[config.mk]
export PLATFORM = sky130hd
export DESIGN_NAME = gate_unit_arbiter
export DESIGN_NICKNAME = d
export VERILOG_FILES = /design/src/rtl/gate_unit_arbiter.sv
export SDC_FILE = /design/constraint.sdc
export NUM_CORES = 1
export LEC_CHECK = 0
export ABC_CLOCK_PERIOD_IN_PS = 1500
export BUFFER_PORTS_ARGS = -buffer_cell sky130_fd_sc_hd__buf_2
export CAP_MARGIN = 20
export CORE_MARGIN = 3
export CORE_UTILIZATION = 45
export DETAILED_ROUTE_END_ITERATION = 8
export GPL_TIMING_DRIVEN = 0
export PLACE_DENSITY_LB_ADDON = 0.1
export SETUP_SLACK_MARGIN = 0.1
export SYNTH_ARGS = -nofsm -noshare
export SYNTH_HDL_FRONTEND = slang
export SYNTH_SLANG_ARGS = --single-unit
[constraint.sdc]
create_clock -name clk -period 1.5 [get_ports clk]
set_input_delay 0.15 -clock clk [delete_from_list [all_inputs] [get_ports clk]]
set_output_delay 0.15 -clock clk [all_outputs]
set_load 0.03 [all_outputs]
[src/rtl/gate_unit_arbiter.sv]
// Purpose: shares one WIDTH-bit NOT/AND/OR/MUX logic unit between two
//          requesters with round-robin arbitration and registered operands/result.
// Latency: accept on edge N, resp_valid high after edge N+1; at most one op per 3 cycles.
// Backpressure: resp_valid/data/id held in DONE until resp_ready; no requester is
//          accepted until the response handshake completes.
//
// Ports:
//   clk, rst_n                      clock, async active-low reset
//   reqN_valid/reqN_ready           request handshake, requester N (0/1)
//   reqN_op/reqN_a/reqN_b/reqN_sel  0=NOT a, 1=a&b, 2=a|b, 3=sel?b:a
//   resp_valid/resp_ready           response handshake
//   resp_data/resp_id               result and issuing requester
//   busy                            high when not IDLE
//   ops_done                        completed-response counter (wraps)
module gate_unit_arbiter #(
  parameter int WIDTH = 8,
  parameter int CNT_W = 8
) (
  input  logic             clk,
  input  logic             rst_n,
  input  logic             req0_valid,
  output logic             req0_ready,
  input  logic [1:0]       req0_op,
  input  logic [WIDTH-1:0] req0_a,
  input  logic [WIDTH-1:0] req0_b,
  input  logic             req0_sel,
  input  logic             req1_valid,
  output logic             req1_ready,
  input  logic [1:0]       req1_op,
  input  logic [WIDTH-1:0] req1_a,
  input  logic [WIDTH-1:0] req1_b,
  input  logic             req1_sel,
  output logic             resp_valid,
  input  logic             resp_ready,
  output logic [WIDTH-1:0] resp_data,
  output logic             resp_id,
  output logic             busy,
  output logic [CNT_W-1:0] ops_done
);

  typedef enum logic [1:0] {
    IDLE = 2'd0,
    EXEC = 2'd1,
    DONE = 2'd2
  } state_t;

  state_t           r_state;
  state_t           w_state_nxt;
  logic             r_ptr;        // 1: requester 1 wins a tie
  logic [1:0]       r_op;
  logic [WIDTH-1:0] r_a;
  logic [WIDTH-1:0] r_b;
  logic             r_sel;
  logic             r_id;
  logic [WIDTH-1:0] r_resp_data;
  logic             r_resp_id;
  logic             r_resp_valid;
  logic [CNT_W-1:0] r_ops_done;

  logic             w_grant0;
  logic             w_grant1;
  logic             w_accept;
  logic [WIDTH-1:0] w_not;
  logic [WIDTH-1:0] w_and;
  logic [WIDTH-1:0] w_or;
  logic [WIDTH-1:0] w_mux;
  logic [WIDTH-1:0] w_selmask;
  logic [WIDTH-1:0] w_result;

  // Next-state and grant logic. Grants exist only in IDLE.
  always_comb begin
    w_state_nxt = r_state;
    w_grant0    = 1'b0;
    w_grant1    = 1'b0;
    case (r_state)
      IDLE: begin
        w_grant0 = req0_valid && (!req1_valid || !r_ptr);
        w_grant1 = req1_valid && !w_grant0;
        if (w_grant0 || w_grant1) begin
          w_state_nxt = EXEC;
        end
      end
      EXEC: begin
        w_state_nxt = DONE;
      end
      DONE: begin
        if (resp_ready) begin
          w_state_nxt = IDLE;
        end
      end
      default: begin
        w_state_nxt = IDLE;
      end
    endcase
  end

  // A grant equals acceptance: the winner is by definition valid.
  assign w_accept = w_grant0 || w_grant1;

  // Shared logic unit. MUX is composed from the same AND/OR/NOT gates,
  // with the per-word select replicated across the word.
  assign w_selmask = {WIDTH{r_sel}};
  assign w_not     = ~r_a;
  assign w_and     = r_a & r_b;
  assign w_or      = r_a | r_b;
  assign w_mux     = (r_a & ~w_selmask) | (r_b & w_selmask);

  always_comb begin
    w_result = w_not;
    case (r_op)
      2'd0:    w_result = w_not;
      2'd1:    w_result = w_and;
      2'd2:    w_result = w_or;
      default: w_result = w_mux;
    endcase
  end

  always_ff @(posedge clk or negedge rst_n) begin
    if (!rst_n) begin
      r_state <= IDLE;
    end else begin
      r_state <= w_state_nxt;
    end
  end

  always_ff @(posedge clk or negedge rst_n) begin
    if (!rst_n) begin
      r_ptr        <= 1'b0;
      r_op         <= 2'd0;
      r_a          <= '0;
      r_b          <= '0;
      r_sel        <= 1'b0;
      r_id         <= 1'b0;
      r_resp_data  <= '0;
      r_resp_id    <= 1'b0;
      r_resp_valid <= 1'b0;
      r_ops_done   <= '0;
    end else begin
      if (w_accept) begin
        r_op  <= w_grant1 ? req1_op  : req0_op;
        r_a   <= w_grant1 ? req1_a   : req0_a;
        r_b   <= w_grant1 ? req1_b   : req0_b;
        r_sel <= w_grant1 ? req1_sel : req0_sel;
        r_id  <= w_grant1;
        // Hand priority to the requester that was not just served.
        r_ptr <= !w_grant1;
      end
      if (r_state == EXEC) begin
        r_resp_data  <= w_result;
        r_resp_id    <= r_id;
        r_resp_valid <= 1'b1;
      end
      if ((r_state == DONE) && resp_ready) begin
        r_resp_valid <= 1'b0;
        r_ops_done   <= r_ops_done + CNT_W'(1);
      end
    end
  end

  assign req0_ready = w_grant0;
  assign req1_ready = w_grant1;
  assign resp_valid = r_resp_valid;
  assign resp_data  = r_resp_data;
  assign resp_id    = r_resp_id;
  assign busy       = (r_state != IDLE);
  assign ops_done   = r_ops_done;

endmodule

# --- Word level (Yosys, flattened, before mapping) ---
# Cells that the tools add are included.
word_totals:
  output_inout_bits: 21
  ff_bits: 41
  word_cells: 52
  inputBits: 43
classes:
  n_reduce_logical: 15
  addsub: 1
  muxes: 12
  n_eq_ne: 6
  bitwise_logic: 7
ops:
  columns: ["op", "count"]
  rows:
  - ["8-bit bitwise AND", 3]
  - ["8-bit one-hot mux with 3 select lines", 1]
  - ["8-bit 2-to-1 mux", 2]
  - ["8-bit NOT", 2]
  - ["8-bit bitwise OR", 2]
  - ["8-bit by 1-bit adder with 8-bit output, second input constant", 1]
  - ["2-bit 2-to-1 mux", 3]
  - ["2-bit one-hot mux with 3 select lines", 1]
  - ["1-bit 2-to-1 mux", 5]
  - ["2-bit by 1-bit equality test with 1-bit output, second input constant", 2]
  - ["2-bit equality test, second input constant", 2]
  - ["1-bit logical NOT", 4]
  - ["2-bit logical NOT", 2]
  - ["2-bit inequality test, second input constant", 2]
  - ["2-bit nonzero test", 2]
  - ["1-bit logical AND", 3]
  - ["1-bit logical OR", 3]
  - ["2-bit AND reduction", 1]

# --- Longest topological paths before layout ---
# Gate-level depths: netlist of the first run.
depth:
  word_depth: 8
  ltp_mapped: 5
  ltp_nobuf: 4

# --- Least setup slack after synthesis of the first run ---
# Ideal clock, no wire load.
synth_timing:
  path_kind: "register to register"
  start: "register r_ops_done[0] (netlist: ops_done[0])"
  end: "register r_ops_done[4] (netlist: ops_done[4])"
  t_required_ns: 1.365
  arrival_ns: 1.200
  slack_ns: 0.165
  stages_incl_launch_ff: 5
  path_cell_list: "dfrtp_1 > ha_1 > and4b_1 > nand3_1 > xnor2_1"
synth_between:
  elab_chain_len: 1
synth_lines:
  columns: ["element", "line", "source"]
  rows:
  - ["from (decl)", "58", "logic [CNT_W-1:0] r_ops_done;"]
  - ["from (signal assigned)", "155", "r_ops_done <= r_ops_done + CNT_W'(1);"]
  - ["8-bit by 1-bit adder with 8-bit output", "155", null]
# No other way between the ends.
# A chain may end at the register's enable or synchronous reset.

# --- Worst setup path in the final report of the first run ---
layout_timing:
  start: "register r_state[0]"
  end: "output port req1_ready"
layout_between:
  elab_chain_len: 2
layout_lines:
  columns: ["element", "line", "source"]
  rows:
  - ["from (decl)", "47", "state_t r_state;"]
  - ["from (signal assigned)", "122", "r_state <= w_state_nxt;"]
  - ["2-bit logical NOT", "75", "case (r_state)"]
  - ["1-bit 2-to-1 mux", "75", null]
  - ["to (decl)", "28", "output logic req1_ready,"]
# No other way between the ends.

==> results of run 1 <==
[worst paths after layout]
kind,cells after the start,end,slack [ns]
max,4,req1_ready,-0.01
min,1,ops_done[6],-0.02
max reg2reg,5,r_sel,0.09
min reg2reg,1,ops_done[7],0.46
max in group asynchronous,1,r_state[1],0.89
min in group clk,3,r_op[1],0.11
[layout make-up]
type / instances / area share [%]
multi-input cells: 150 / 39.9
flip-flops and latches: 41 / 32.0
repair buffers: 74 / 14.7
plain buffers: 18 / 4.64
well taps: 70 / 2.73
inverters: 21 / 2.46
clock buffers: 5 / 2.15
clock inverters: 3 / 1.44
[logic make-up after synthesis]
group,after synthesis,share of synthesized area [%]
AOI/OAI and AO/OA,66,25.6
xor gates and xnor gates,7,2.54
adders and majority gates,1,0.518
buffers and inverters,39,7.72
DFF,41,42.5
muxes,11,4.67
and+or+nand+nor,65,16.5
[power groups by stage]
stage	sequential (mW)	clock, mW	combinational (mW)
6_report	2.13	0.917	4.11
5_1_grt	2.22	0.983	4.46
4_1_cts	2.09	0.929	3.64
3_5_place_dp	2.13	0	3.38
3_3_place_gp	2.12	0	3.34
2_1_floorplan	2.39	0	2.26
[what timing repair did]
item	CTS	global route
buffers inserted	6	2
gates resized for setup	18	39
pin swaps	5	0
endpoints found under the setup margin	6	33
gates cloned	0	3
[critical path: stages (launching register included)]
cell,delay (ns)
dfrtp_1,0.41
nor3b_2,0.25
and2_4,0.20
buf_12,0.10
buf_8,0.11
[routing by layer]
layer  wire length, um  up-vias
li1                  -     1015
met1              2820      961
met2              2960       55
met3               262        2
met4                27        0
met5                 0        -
[through the flow]
| step | setup slack (ns) | cell area (um^2) | power, mW | setup TNS (ns) |
|---|---|---|---|---|
| detailed placement | 0.0710 | 2820 | 5.51 | 0 |
| CTS | 0.00104 | 3020 | 6.66 | 0 |
| global placement | 0.0618 | 2820 | 5.45 | 0 |
| finish | -0.0131 | 3210 | 7.16 | -0.0131 |
| global route | -0.0986 | 3210 | 7.67 | -0.163 |
| floorplan | 0.165 | 2410 | 4.66 | 0 |
[sequential cells by signal (all words and copies together), names as in the netlist]
name and count:
r_state 2, resp_data 8, r_id 1, r_sel 1, r_ptr 1, resp_id 1
ops_done 8, r_a 8, r_op 2, r_b 8, resp_valid 1
[Yosys cell counts, types with 2 or more instances]
library cell	count	area share, %
nand4b_1	7	2.5
xnor2_1	3	1.1
mux2_1	2	0.93
o21ai_0	18	3.7
o21ai_1	3	0.62
inv_2	2	0.31
buf_2	11	2.3
nor2_2	2	0.52
o22a_1	7	2.5
inv_1	19	3.0
a211oi_1	7	2.2
nand3_1	22	4.6
buf_4	3	0.93
nand2_1	2	0.31
o311ai_2	19	13
clkbuf_1	2	0.31
mux2i_1	9	3.7
o211ai_1	7	2.2
nor2_1	9	1.4
dfrtp_1	41	43
buf_6	2	0.93
nor2b_1	10	2.6
xor2_1	4	1.5
nor3_2	2	0.83
==> metrics, run 1 <==
status complete, but fails checks; failing checks negative hold slack, negative setup slack; root buf cell clkbuf_8; Mean Syn Cell Area 10.5 um^2; max-slew violation count 0; Placed Instances 363; commonest non-fill, non-tap cell in the layout buf_2; Pint 4.08 mW; Most used DFF post-synth dfrtp_1; reg2reg start r_state[0]; Final period util 101%; fin cells 382; met2 GRT Util 29.8%; Site Rows 26; cts bufs inserted 5; Reg power frac 29.8%; Die ar. 6280 um^2; peak supply drop 1.23 mV; DRT Wirelength 6.06 mm; normalized max-slew margin 39.0%; GR peak layer met2; number of synthesized flops with an enable pin 0; Final Hold Violating Endpoints 41; register area 1030 um^2; commonest non-fill, non-tap cells in the layout 69 x buf_2, 40 x dfrtp_1, 22 x nand3_1, 19 x inv_1, 18 x o311ai_2; synthesized area 2410 um^2; M3 GR Usage 3.74%; Switching Share 43.1%; overall die height 79.2 um; later-pin clock latency in the skew report 0.30 ns; Syn. warnings 0; ys async rst share 100%; first-pass GRT wire length 9.60 mm; vias per inst 5.32; hpwl dp 4.18 mm; post-route minimum period 1.51 ns; Post-Synthesis Cells 230; CTS tree built; crit path max fanout 3; pin count of the biggest net entering global routing 42; clock slew at reported path FFs 0.09 ns; clock sinks 41; actual slew at the worst max-slew pin 0.914 ns; H-tree depth 2; residual DRC count 0; GRT Resource Usage Total 19.2%; maximum clock path buffer count 2; clock network power share 12.8%; Core Area 5140 um^2; vias in the first global route 1935; Max Freq 0.661 GHz; IO buf count 63; kind of critical path reg -> out; Worst EP arrival 1.36 ns; Critical Path RT 1.35 ns; Net Count, Synth 274; MaxCap Viol Count 0; Final WS setup -0.0131 ns; share of layout cells above drive strength 1 45.5%; Finish-stage setup viols 1; Hold WS -0.0242 ns; HP Class in -> async; final net count 355; crit path launch type flop; initial core utilization 47.0%; Inserted Diodes 0; Initial DRC Count 119; cts hold-fix bufs 0; Overflow after GRT 0; worst setup path start r_state[0]; via count 2033; Crit. End Element primary output; Area Overhead vs Synth 32.9%; met1 GRT Util 27.6%; FILL cells 459; RSZ-0062 raised after global routing yes; NetSw 3.09 mW; register area share after synthesis 42.5%; post-synthesis register bit count 41; Synth cell types 41; Leak 1.47 nW; Die X 79.2 um; io pins 64; Placer Congestion 0.784; skew final 0.00706 ns; DR WL/cell 15.9 um; power share of the combinational group 57.4%; number of detailed-route iterations in the first pass 4; P per Cell Area 2230 nW/um^2; Routed Antenna Nets 0; final core area utilization 62.4%; area of the multi-input gates 1280 um^2; initial antenna violation count 0
(Power assumes the default switching activity.)
==> run 2, diff against run 1 <==
--- a/config.mk
+++ b/config.mk
@@ -8,6 +8,7 @@
 export ABC_CLOCK_PERIOD_IN_PS = 1500
 export BUFFER_PORTS_ARGS = -buffer_cell sky130_fd_sc_hd__buf_2
 export CAP_MARGIN = 20
+export CORE_ASPECT_RATIO = 0.75
 export CORE_MARGIN = 3
 export CORE_UTILIZATION = 45
 export DETAILED_ROUTE_END_ITERATION = 8
==> run 2 against run 1 <==
The run still ends with negative hold slack, negative setup slack left. Register-to-register slack lost 0.04 ns. Clock power down 22%. First-iteration DRC count shrank 2.5%. Die area is 0.15% higher. Via count up 3.4%. Sequential power up 2%. Cell area grew 0.74%. Cell count increased by 1.0%. Core utilization up 1.7 points. Critical endpoint unchanged.
==> metrics, run 2 (synthesized netlist as in run 1, its figures left out) <==
Routed Antenna Nets 0; Max Freq 0.661 GHz; crit path launch type flop; R2R Setup Slk 0.05 ns; max-slew violation count 0; root buf cell clkbuf_8; failing checks negative hold slack, negative setup slack; later-pin clock latency in the skew report 0.30 ns; via count 2103; DR WL/cell 17.0 um; MaxCap Viol Count 0; number of detailed-route iterations in the first pass 4; final core area utilization 64.2%; r2r worst-path depth 5; hpwl dp 4.37 mm; initial antenna violation count 0; FILL cells 437; final net count 357; P per Cell Area 2230 nW/um^2; clock sinks 41; cts hold-fix bufs 0; Finish-stage setup viols 3; Placed Instances 365; vias in the first global route 2095; reg2reg start r_state[1]; reg2reg end resp_id; overall die height 69.4 um; maximum clock path buffer count 2; Critical Path Sink req1_ready; Core Area 5040 um^2; Area Overhead vs Synth 33.9%; crit path max fanout 3; Crit. End Element primary output; Final WS setup -0.0129 ns; share of layout cells above drive strength 1 46.5%; DRT Wirelength 6.56 mm; CTS tree built; Leak 1.46 nW; Die X 90.6 um; Final period util 101%; clock slew at reported path FFs 0.08 ns; Final Hold Violating Endpoints 28; residual DRC count 0; Critical Path RT 1.35 ns; commonest non-fill, non-tap cells in the layout 65 x buf_2, 40 x dfrtp_1, 22 x nand3_1, 19 x inv_1, 16 x o311ai_2; Placer Congestion 0.768; Die ar. 6290 um^2; actual slew at the worst max-slew pin 0.910 ns; Final Cell Area 3230 um^2; Post-Place Worst Slack 0.0755 ns; status complete, but fails checks; HP Class in -> async; Hold WS -0.0144 ns; kind of critical path reg -> out; Initial DRC Count 116; first-pass GRT wire length 10.6 mm; Placement Cell Area 2820 um^2; peak supply drop 1.10 mV; IO buf count 63; skew final 0.00796 ns; vias per inst 5.45; worst setup path start r_state[1]; Site Rows 22; pin count of the biggest net entering global routing 42; initial core utilization 47.9%; commonest non-fill, non-tap cell in the layout buf_2; H-tree depth 2; Worst EP arrival 1.36 ns; RSZ-0062 raised after global routing yes; io pins 64; Overflow after GRT 0; fin cells 386; GRT Resource Usage Total 21.1%; post-route minimum period 1.51 ns; cts bufs inserted 5; Inserted Diodes 0; normalized max-slew margin 39.3%
[run 2: final cells by class]
class | count | area, um^2 | share of cell area (%)
inverter | 21 | 78.8 | 2.44
buffer | 17 | 159 | 4.92
multi-input combinational | 150 | 1320 | 40.9
clock buffer | 7 | 76.3 | 2.36
timing repair buffer | 77 | 472 | 14.6
clock inverter | 1 | 7.51 | 0.232
sequential | 41 | 1030 | 31.8
tap | 72 | 90.1 | 2.79
[run 2: report_power, final]
part	leakage [nW]	total [mW]	internal, mW	switching (mW)
clock network	0.0385	0.714	0.330	0.384
logic	0.936	4.34	2.03	2.30
registers	0.491	2.17	1.63	0.543
total	1.46	7.22	3.99	3.23
[run 2: critical path: stages, from the launching register on]
cell and delay (ns):
dfrtp_2 0.44, nor3b_4 0.22, and2_4 0.19, buf_12 0.10, buf_8 0.11
[run 2: worst min path at each step]
stage	slack, ns	depth (start not counted)	end
floorplan	-0.15	0	ops_done[0]
global placement	0.35	1	ops_done[7]
detailed placement	0.35	1	ops_done[5]
CTS	0.03	1	r_sel
global route	0.07	1	ops_done[2]
finish	-0.01	1	r_a[7]
[run 2: what timing repair did]
action | CTS | global route
gates resized for setup | 24 | 50
setup endpoints to repair | 10 | 34
cloned | 1 | 2
setup buffers | 9 | 3
pin swaps | 7 | 8
[run 2: routing by layer]
metal  vias to the layer above  global-route usage [%]  wire length [um]
li1                       1018                       -                 -
met1                      1008                    32.0              3250
met2                        71                    30.6              2890
met3                         6                    4.56               374
met4                         0                    5.09                49
met5                         -                       0                 0
[run 2: stage by stage]
stage / hold slack [ns] / total power [mW] / setup TNS [ns]
after CTS: 0.0251 / 6.61 / 0
final: -0.0144 / 7.22 / -0.0278
after detailed placement: 0.348 / 5.56 / 0
after global placement: 0.347 / 5.49 / 0
after floorplan: -0.146 / 4.66 / 0
after global routing: 0.0706 / 7.70 / -0.194
